$ cat config.mk
export PLATFORM = sky130hd
export DESIGN_NAME = adc_serial_emulator
export DESIGN_NICKNAME = d
export VERILOG_FILES = /design/src/rtl/adc_serial_emulator_pkg.sv /design/src/rtl/adc_serial_emulator_sync_edge_detect.sv /design/src/rtl/adc_serial_emulator.sv
export SDC_FILE = /design/constraint.sdc
export NUM_CORES = 1
export LEC_CHECK = 0
export ABC_AREA = 1
export ABC_CLOCK_PERIOD_IN_PS = 1600
export BUFFER_PORTS_ARGS = -buffer_cell sky130_fd_sc_hd__buf_2
export CORE_MARGIN = 4
export CORE_UTILIZATION = 50
export CTS_CLUSTER_SIZE = 12
export DETAILED_ROUTE_END_ITERATION = 7
export PLACE_DENSITY = 0.72
export SYNTH_ARGS = -nofsm -noshare
export SYNTH_HDL_FRONTEND = slang
export SYNTH_SLANG_ARGS = --single-unit
export TNS_END_PERCENT = 10
$ cat constraint.sdc
create_clock -name clk -period 1.6 [get_ports clk]
set_input_delay 0.16 -clock clk [delete_from_list [all_inputs] [get_ports clk]]
set_output_delay 0.16 -clock clk [all_outputs]
set_load 0.1 [all_outputs]
$ cat src/rtl/adc_serial_emulator_pkg.sv
// -----------------------------------------------------------------------------
// adc_emu_pkg
// Shared definitions for the serial ADC emulator: FSM state encoding, default
// frame geometry and the width of the completed-frame counter.
// -----------------------------------------------------------------------------
package adc_emu_pkg;

    // Frame state: waiting for cs_n, shifting the word out, or padding with
    // zeros after the last data bit until cs_n rises.
    typedef enum logic [1:0] {
        ST_IDLE  = 2'd0,
        ST_SHIFT = 2'd1,
        ST_TRAIL = 2'd2
    } emu_state_e;

    localparam int DEF_LEAD_ZEROS = 3;
    localparam int DEF_DATA_BITS  = 12;
    localparam int FRAME_COUNT_W  = 16;

endpackage

$ cat src/rtl/adc_serial_emulator_sync_edge_detect.sv
// -----------------------------------------------------------------------------
// sync_edge_detect
// Optional N-stage synchronizer followed by a single edge-detect register.
// All flops reset to 1 (the idle level of sclk and cs_n), so no spurious edge
// appears when reset is released with the line idle.
//
// Ports:
//   clk, reset : system clock, synchronous active-high reset
//   din        : raw input line
//   level      : synchronized level
//   rise, fall : combinational one-cycle edge pulses (valid in the cycle the
//                synchronized level differs from the edge-detect register)
// -----------------------------------------------------------------------------
module sync_edge_detect #(
    parameter int STAGES = 0
) (
    input  logic clk,
    input  logic reset,
    input  logic din,
    output logic level,
    output logic rise,
    output logic fall
);

    logic sync_s;
    logic prev_r;

    generate
        if (STAGES == 0) begin : g_bypass
            // Same clock domain as the master: no synchronizer delay.
            assign sync_s = din;
        end else begin : g_sync
            logic [STAGES-1:0] chain_r;

            // Synchronizer chain, idle-high after reset.
            always_ff @(posedge clk) begin
                if (reset) begin
                    chain_r <= {STAGES{1'b1}};
                end else begin
                    chain_r[0] <= din;
                    for (int i = 1; i < STAGES; i++) begin
                        chain_r[i] <= chain_r[i-1];
                    end
                end
            end

            assign sync_s = chain_r[STAGES-1];
        end
    endgenerate

    // Edge-detect register holding the previous synchronized level.
    always_ff @(posedge clk) begin
        if (reset) begin
            prev_r <= 1'b1;
        end else begin
            prev_r <= sync_s;
        end
    end

    assign level = sync_s;
    assign rise  = ~prev_r & sync_s;
    assign fall  = prev_r & ~sync_s;

endmodule

$ cat src/rtl/adc_serial_emulator.sv
// -----------------------------------------------------------------------------
// adc_serial_emulator
// Behavioural-but-synthesizable model of a serial ADC slave. Each frame opened
// by cs_n falling shifts out LEAD_ZEROS zeros then a DATA_BITS sample, MSB
// first, one bit per sclk falling edge; zeros follow once the word is spent.
//
// Ports:
//   clk, reset          : system clock, synchronous active-high reset
//   sclk, cs_n          : serial clock (idles high) and frame select from master
//   sdata, sdata_oe     : serial data and its pad output enable
//   sample_data/valid   : host sample; sample_ready pulses when it is taken
//   pattern_mode        : transmit the internal ramp instead of host samples
//   frame_done          : pulse when a frame ends after its last data bit
//   short_frame         : pulse when cs_n rises before the last data bit
//   frame_count         : number of completed frames (wrapping)
// -----------------------------------------------------------------------------
module adc_serial_emulator
    import adc_emu_pkg::*;
#(
    parameter int SYNC_STAGES = 0,
    parameter int LEAD_ZEROS  = DEF_LEAD_ZEROS,
    parameter int DATA_BITS   = DEF_DATA_BITS
) (
    input  logic                     clk,
    input  logic                     reset,
    input  logic                     sclk,
    input  logic                     cs_n,
    output logic                     sdata,
    output logic                     sdata_oe,
    input  logic [DATA_BITS-1:0]     sample_data,
    input  logic                     sample_valid,
    output logic                     sample_ready,
    input  logic                     pattern_mode,
    output logic                     frame_done,
    output logic                     short_frame,
    output logic [FRAME_COUNT_W-1:0] frame_count
);

    localparam int WORD_BITS = LEAD_ZEROS + DATA_BITS;
    localparam int IDX_W     = (WORD_BITS > 1) ? $clog2(WORD_BITS) : 1;
    localparam logic [IDX_W-1:0] LAST_IDX = IDX_W'(WORD_BITS - 1);

    logic sclk_level_s, sclk_rise_s, sclk_fall_s;
    logic cs_level_s, cs_rise_s, cs_fall_s;
    logic sclk_act_s;
    logic unused_s;

    emu_state_e               state_r, state_s;
    logic [IDX_W-1:0]         bit_idx_r, bit_idx_s;
    logic [WORD_BITS-1:0]     shift_r, shift_s;
    logic [WORD_BITS-1:0]     word_s;
    logic [DATA_BITS-1:0]     sel_s;
    logic                     sdata_r, sdata_s;
    logic                     sdata_oe_r, sdata_oe_s;
    logic                     ready_r, ready_s;
    logic                     done_r, done_s;
    logic                     short_r, short_s;
    logic [FRAME_COUNT_W-1:0] count_r, count_s;
    logic [DATA_BITS-1:0]     ramp_r, ramp_s;
    logic [DATA_BITS-1:0]     last_r, last_s;
    logic                     last_bit_s;

    sync_edge_detect #(.STAGES(SYNC_STAGES)) u_sclk_sync (
        .clk   (clk),
        .reset (reset),
        .din   (sclk),
        .level (sclk_level_s),
        .rise  (sclk_rise_s),
        .fall  (sclk_fall_s)
    );

    sync_edge_detect #(.STAGES(SYNC_STAGES)) u_cs_sync (
        .clk   (clk),
        .reset (reset),
        .din   (cs_n),
        .level (cs_level_s),
        .rise  (cs_rise_s),
        .fall  (cs_fall_s)
    );

    // sclk edges only matter while the frame select is low; sclk rising edges
    // never change sdata.
    assign sclk_act_s = sclk_fall_s & ~cs_level_s;
    assign unused_s   = sclk_level_s ^ sclk_rise_s;

    // The last data bit is on the line once the index reaches the final slot.
    assign last_bit_s = (state_r == ST_SHIFT) && (bit_idx_r == LAST_IDX);

    // Next-state and datapath decode; cs_n rising has priority over all else.
    always_comb begin
        state_s    = state_r;
        bit_idx_s  = bit_idx_r;
        shift_s    = shift_r;
        sdata_s    = sdata_r;
        sdata_oe_s = sdata_oe_r;
        ready_s    = 1'b0;
        done_s     = 1'b0;
        short_s    = 1'b0;
        count_s    = count_r;
        ramp_s     = ramp_r;
        last_s     = last_r;
        sel_s      = last_r;
        word_s     = {WORD_BITS{1'b0}};

        if (cs_rise_s) begin
            state_s    = ST_IDLE;
            bit_idx_s  = {IDX_W{1'b0}};
            sdata_s    = 1'b0;
            sdata_oe_s = 1'b0;
            if ((state_r == ST_TRAIL) || last_bit_s) begin
                done_s  = 1'b1;
                count_s = count_r + FRAME_COUNT_W'(1);
                ramp_s  = ramp_r + DATA_BITS'(1);
            end else if (state_r == ST_SHIFT) begin
                short_s = 1'b1;
            end else begin
                short_s = 1'b0;
            end
        end else begin
            case (state_r)
                ST_IDLE: begin
                    // A coincident sclk fall is absorbed here: only the load happens.
                    if (cs_fall_s) begin
                        if (pattern_mode) begin
                            sel_s = ramp_r;
                        end else if (sample_valid) begin
                            sel_s   = sample_data;
                            ready_s = 1'b1;
                        end else begin
                            sel_s = last_r;
                        end
                        last_s     = sel_s;
                        word_s     = WORD_BITS'(sel_s);
                        shift_s    = word_s << 1'b1;
                        sdata_s    = word_s[WORD_BITS-1];
                        bit_idx_s  = {IDX_W{1'b0}};
                        sdata_oe_s = 1'b1;
                        state_s    = ST_SHIFT;
                    end else begin
                        state_s = ST_IDLE;
                    end
                end
                ST_SHIFT: begin
                    if (sclk_act_s) begin
                        if (bit_idx_r == LAST_IDX) begin
                            state_s = ST_TRAIL;
                            sdata_s = 1'b0;
                        end else begin
                            bit_idx_s = bit_idx_r + IDX_W'(1);
                            sdata_s   = shift_r[WORD_BITS-1];
                            shift_s   = shift_r << 1'b1;
                        end
                    end else begin
                        state_s = ST_SHIFT;
                    end
                end
                ST_TRAIL: begin
                    if (sclk_act_s) begin
                        sdata_s = 1'b0;
                    end else begin
                        state_s = ST_TRAIL;
                    end
                end
                default: begin
                    state_s    = ST_IDLE;
                    sdata_s    = 1'b0;
                    sdata_oe_s = 1'b0;
                end
            endcase
        end
    end

    // FSM state register.
    always_ff @(posedge clk) begin
        if (reset) begin
            state_r <= ST_IDLE;
        end else begin
            state_r <= state_s;
        end
    end

    // Datapath and registered outputs.
    always_ff @(posedge clk) begin
        if (reset) begin
            bit_idx_r  <= {IDX_W{1'b0}};
            shift_r    <= {WORD_BITS{1'b0}};
            sdata_r    <= 1'b0;
            sdata_oe_r <= 1'b0;
            ready_r    <= 1'b0;
            done_r     <= 1'b0;
            short_r    <= 1'b0;
            count_r    <= {FRAME_COUNT_W{1'b0}};
            ramp_r     <= {DATA_BITS{1'b0}};
            last_r     <= {DATA_BITS{1'b0}};
        end else begin
            bit_idx_r  <= bit_idx_s;
            shift_r    <= shift_s;
            sdata_r    <= sdata_s;
            sdata_oe_r <= sdata_oe_s;
            ready_r    <= ready_s;
            done_r     <= done_s;
            short_r    <= short_s;
            count_r    <= count_s;
            ramp_r     <= ramp_s;
            last_r     <= last_s;
        end
    end

    assign sdata        = sdata_r;
    assign sdata_oe     = sdata_oe_r;
    assign sample_ready = ready_r;
    assign frame_done   = done_r;
    assign short_frame  = short_r;
    assign frame_count  = count_r;

endmodule
==> flow_summary.json <==
{
  "status": "finished clean",
  "finalInstanceArea_mm2": 0.00428,
  "synth_compound_area_share_pct": 13.5,
  "grt_pass1_wl_mm": 13.8,
  "drive_above_1_share_pct": 21.1,
  "routedWlPerCell_um": 11.9,
  "dp_hpwl_mm": 5.65,
  "crit_top_cell": "nand2_1",
  "final_cells": 693,
  "design.core.area_mm2": 0.00687,
  "worstPathCellList": "inv_1, ha_2, nand2_1, nand2_1, nor2_4, buf_12, buf_4, nand3_1, nand2_1, nor2_1",
  "synth_common_cells": "nand2_1, nor2_1, dfxtp_1",
  "crit_fanout": 4,
  "rsz0062_at_grt": "true",
  "hp-class": "in -> reg",
  "vias_per_cell": 4.94,
  "synth_area_per_cell_um2": 6.57,
  "ys_async_sr_fraction_pct": 0,
  "synth_top_family_by_area": "simple AND/OR/NAND/NOR gates",
  "fp.dieH_um": 92.7,
  "clock-sinks": 67,
  "yosysSeqAreaShare_pct": 37.4,
  "cpPeakStageDelay_ns": 0.37,
  "rows": 30,
  "synth_area_leaders": "dfxtp_1, nand2_1, nor2_1, inv_1, a21oi_1",
  "antenna_cells": 0,
  "grt_overflow_total": 0,
  "finalPower_mw": 3.89,
  "nets": 619,
  "antenna_found_initial": 0,
  "final_util_pct": 62.3,
  "cp_slowest_cell": "dfxtp_4",
  "cts_hold_buf": 0,
  "worst_r2r_endpoint": "bit_idx_r[1]$_SDFFE_PP0P_",
  "place_area_mm2": 0.00397,
  "critPathLaunch": "state_r[0]$_SDFFE_PP0P_",
  "clock_latency_ns": 0.33,
  "worstSetupPathType": "reg -> reg",
  "setup_violations": 0,
  "fmax_mhz": 666,
  "vias": 3421,
  "synth-adder-area-share_pct": 2.79,
  "holdWs_ns": 0.0149,
  "yosysMostFrequentCell": "nand2_1",
  "vdd_ir_drop_max_mv": 0.602,
  "cap_violations": 0,
  "die_area_mm2": 0.00860,
  "syn_area_mm2": 0.00359,
  "crit_path_end": "bit_idx_r[1]$_SDFFE_PP0P_",
  "synth-simple-area-share_pct": 35.5,
  "syn_to_final_growth_pct": 19.3,
  "fp.dieW_um": 92.7,
  "ant_nets": 0,
  "worstPathRequired_ns": 1.82,
  "post-route-drc-count": 0,
  "syn_nets": 572,
  "yosysTopAreaCell": "dfxtp_1",
  "ios": 39,
  "cts_buffers": 9,
  "synth-seq-cells": 67,
  "syn_inst": 546,
  "slew_headroom_pct": 67.6,
  "synth.area.mux_share_pct": 0,
  "clk_pin_slew_ns": 0.07,
  "dp_cells": 674,
  "cts_tree": "built",
  "synth-main-ff-cell": "dfxtp_1",
  "htree_levels": 3,
  "start_util_pct": 52.2,
  "synth-edff-count": 0,
  "worstRegToRegCells": 10,
  "yosysUniqueCellTypes": 33,
  "slew_violations": 0,
  "gp_congestion": 0.822,
  "drt_iter0_drc": 172,
  "drt-pass1-iter-count": 4,
  "grtUsageTotal_pct": 19.8,
  "clockBufferDepth": 2,
  "worstReg2RegStart": "state_r[0]$_SDFFE_PP0P_",
  "fin_crit_ns": 1.50,
  "tightest_slew_ns": 0.489,
  "synth_xor_area_share_pct": 1.95,
  "critPathArrivalTime_ns": 1.72,
  "p_leak_nw": 1.87,
  "synth_warnings": 0,
  "drt_wl_total_mm": 8.26,
  "period_share_pct": 93.8,
  "powerDensity_mw_per_mm2": 909,
  "rrSetupSlack_ns": 0.1,
  "clock-skew-final_ns": 0.00497,
  "synth_top_area_share_pct": 37.4,
  "startpoint_type": "flip-flop",
  "hold_violations": 0,
  "cts_root_buffer": "clkbuf_8",
  "crit_path_end_kind": "flip-flop",
  "grt_max_degree": 50,
  "io_buffers": 38,
  "grt_pass1_vias": 3121
}
per-layer routing:
| metal | GRT usage, % | up-vias | wire [um] |
|---|---|---|---|
| met4 | 8.55 | 0 | 107 |
| met3 | 2.68 | 8 | 213 |
| met2 | 34.1 | 44 | 4040 |
| met1 | 24.6 | 1541 | 3900 |
| met5 | 0 | - | 0 |
| li1 | - | 1828 | - |
worst min-delay path by stage:
stage / start / cells after the start / end
final: pattern_mode / 2 / sample_ready$_SDFF_PP0_
after global routing: pattern_mode / 2 / sample_ready$_SDFF_PP0_
after CTS: pattern_mode / 2 / sample_ready$_SDFF_PP0_
after detailed placement: pattern_mode / 2 / sample_ready$_SDFF_PP0_
after global placement: pattern_mode / 2 / sample_ready$_SDFF_PP0_
after floorplan: pattern_mode / 1 / sample_ready$_SDFF_PP0_
through the flow:
step | setup WS, ns | setup TNS [ns]
floorplan | 0.00152 | 0
CTS | 0.0135 | 0
detailed placement | -0.0139 | -0.0770
global route | -0.0124 | -0.0151
global placement | 0.00597 | 0
finish | 0.0990 | 0
cell type report:
cell class	instances	area, um^2
clock inverter	2	35.0
inverter	51	191
timing repair buffer	57	403
fill	657	2590
tap	96	120
multi-input combinational	407	2000
sequential	67	1370
clock buffer	13	159
power breakdown:
group | leakage [nW] | switching, mW | internal [mW]
clock network | 0.0995 | 0.610 | 0.796
registers | 0.555 | 0.0512 | 1.76
logic | 1.22 | 0.416 | 0.261
total | 1.87 | 1.08 | 2.81
cells by family after synthesis:
kind of cell / Yosys count
fa+ha+maj: 8
flops: 67
simple gates: 306
compound gates: 83
xor+xnor: 8
buf+inv: 74
layout by cell type (no fill, tap or decap), types with 2 or more instances in the layout:
cell type | netlist | layout
a21oi_1 | 35 | 34
a21oi_2 | 1 | 2
buf_12 | 0 | 5
buf_2 | 8 | 38
buf_4 | 3 | 12
buf_6 | 3 | 2
clkbuf_1 | 8 | 2
clkbuf_8 | 0 | 11
dfxtp_1 | 67 | 51
dfxtp_2 | 0 | 13
dfxtp_4 | 0 | 3
ha_1 | 8 | 5
ha_2 | 0 | 2
inv_1 | 47 | 45
inv_2 | 3 | 5
nand2_1 | 156 | 153
nand2_2 | 12 | 14
nand2_4 | 1 | 2
nand2_8 | 0 | 2
nand3_1 | 33 | 33
nand4_1 | 5 | 5
nor2_1 | 89 | 87
nor2_2 | 2 | 4
nor3_1 | 2 | 2
nor4_1 | 2 | 2
o211ai_1 | 11 | 11
o21ai_0 | 29 | 29
o21ai_1 | 2 | 2
o21bai_2 | 3 | 3
xor2_1 | 7 | 7
registers in the layout, indices dropped and copies added (netlist names):
name and count:
bit_idx_r 4, frame_count 16, frame_done 1, last_r 12
ramp_r 12, sample_ready 1, sdata 1, sdata_oe 1
shift_r 14, short_frame 1, state_r 2, u_cs_sync.prev_r 1
u_sclk_sync.prev_r 1
timing repair:
item | in CTS | in global routing
pin swaps | 0 | 6
gates cloned | 0 | 2
endpoints found under the setup margin | 18 | 54
buffers inserted | 0 | 2
hold endpoints to repair | 0 | 0
resized for setup | 2 | 18
critical path: cells and delay by family, from the launching register on:
family	cells	cell delay (ns)
adders and majority gates	1	0.19
buffers and inverters	3	0.32
DFF	1	0.37
and+or+nand+nor	6	0.50
Power figures use the tool's default switching activity.
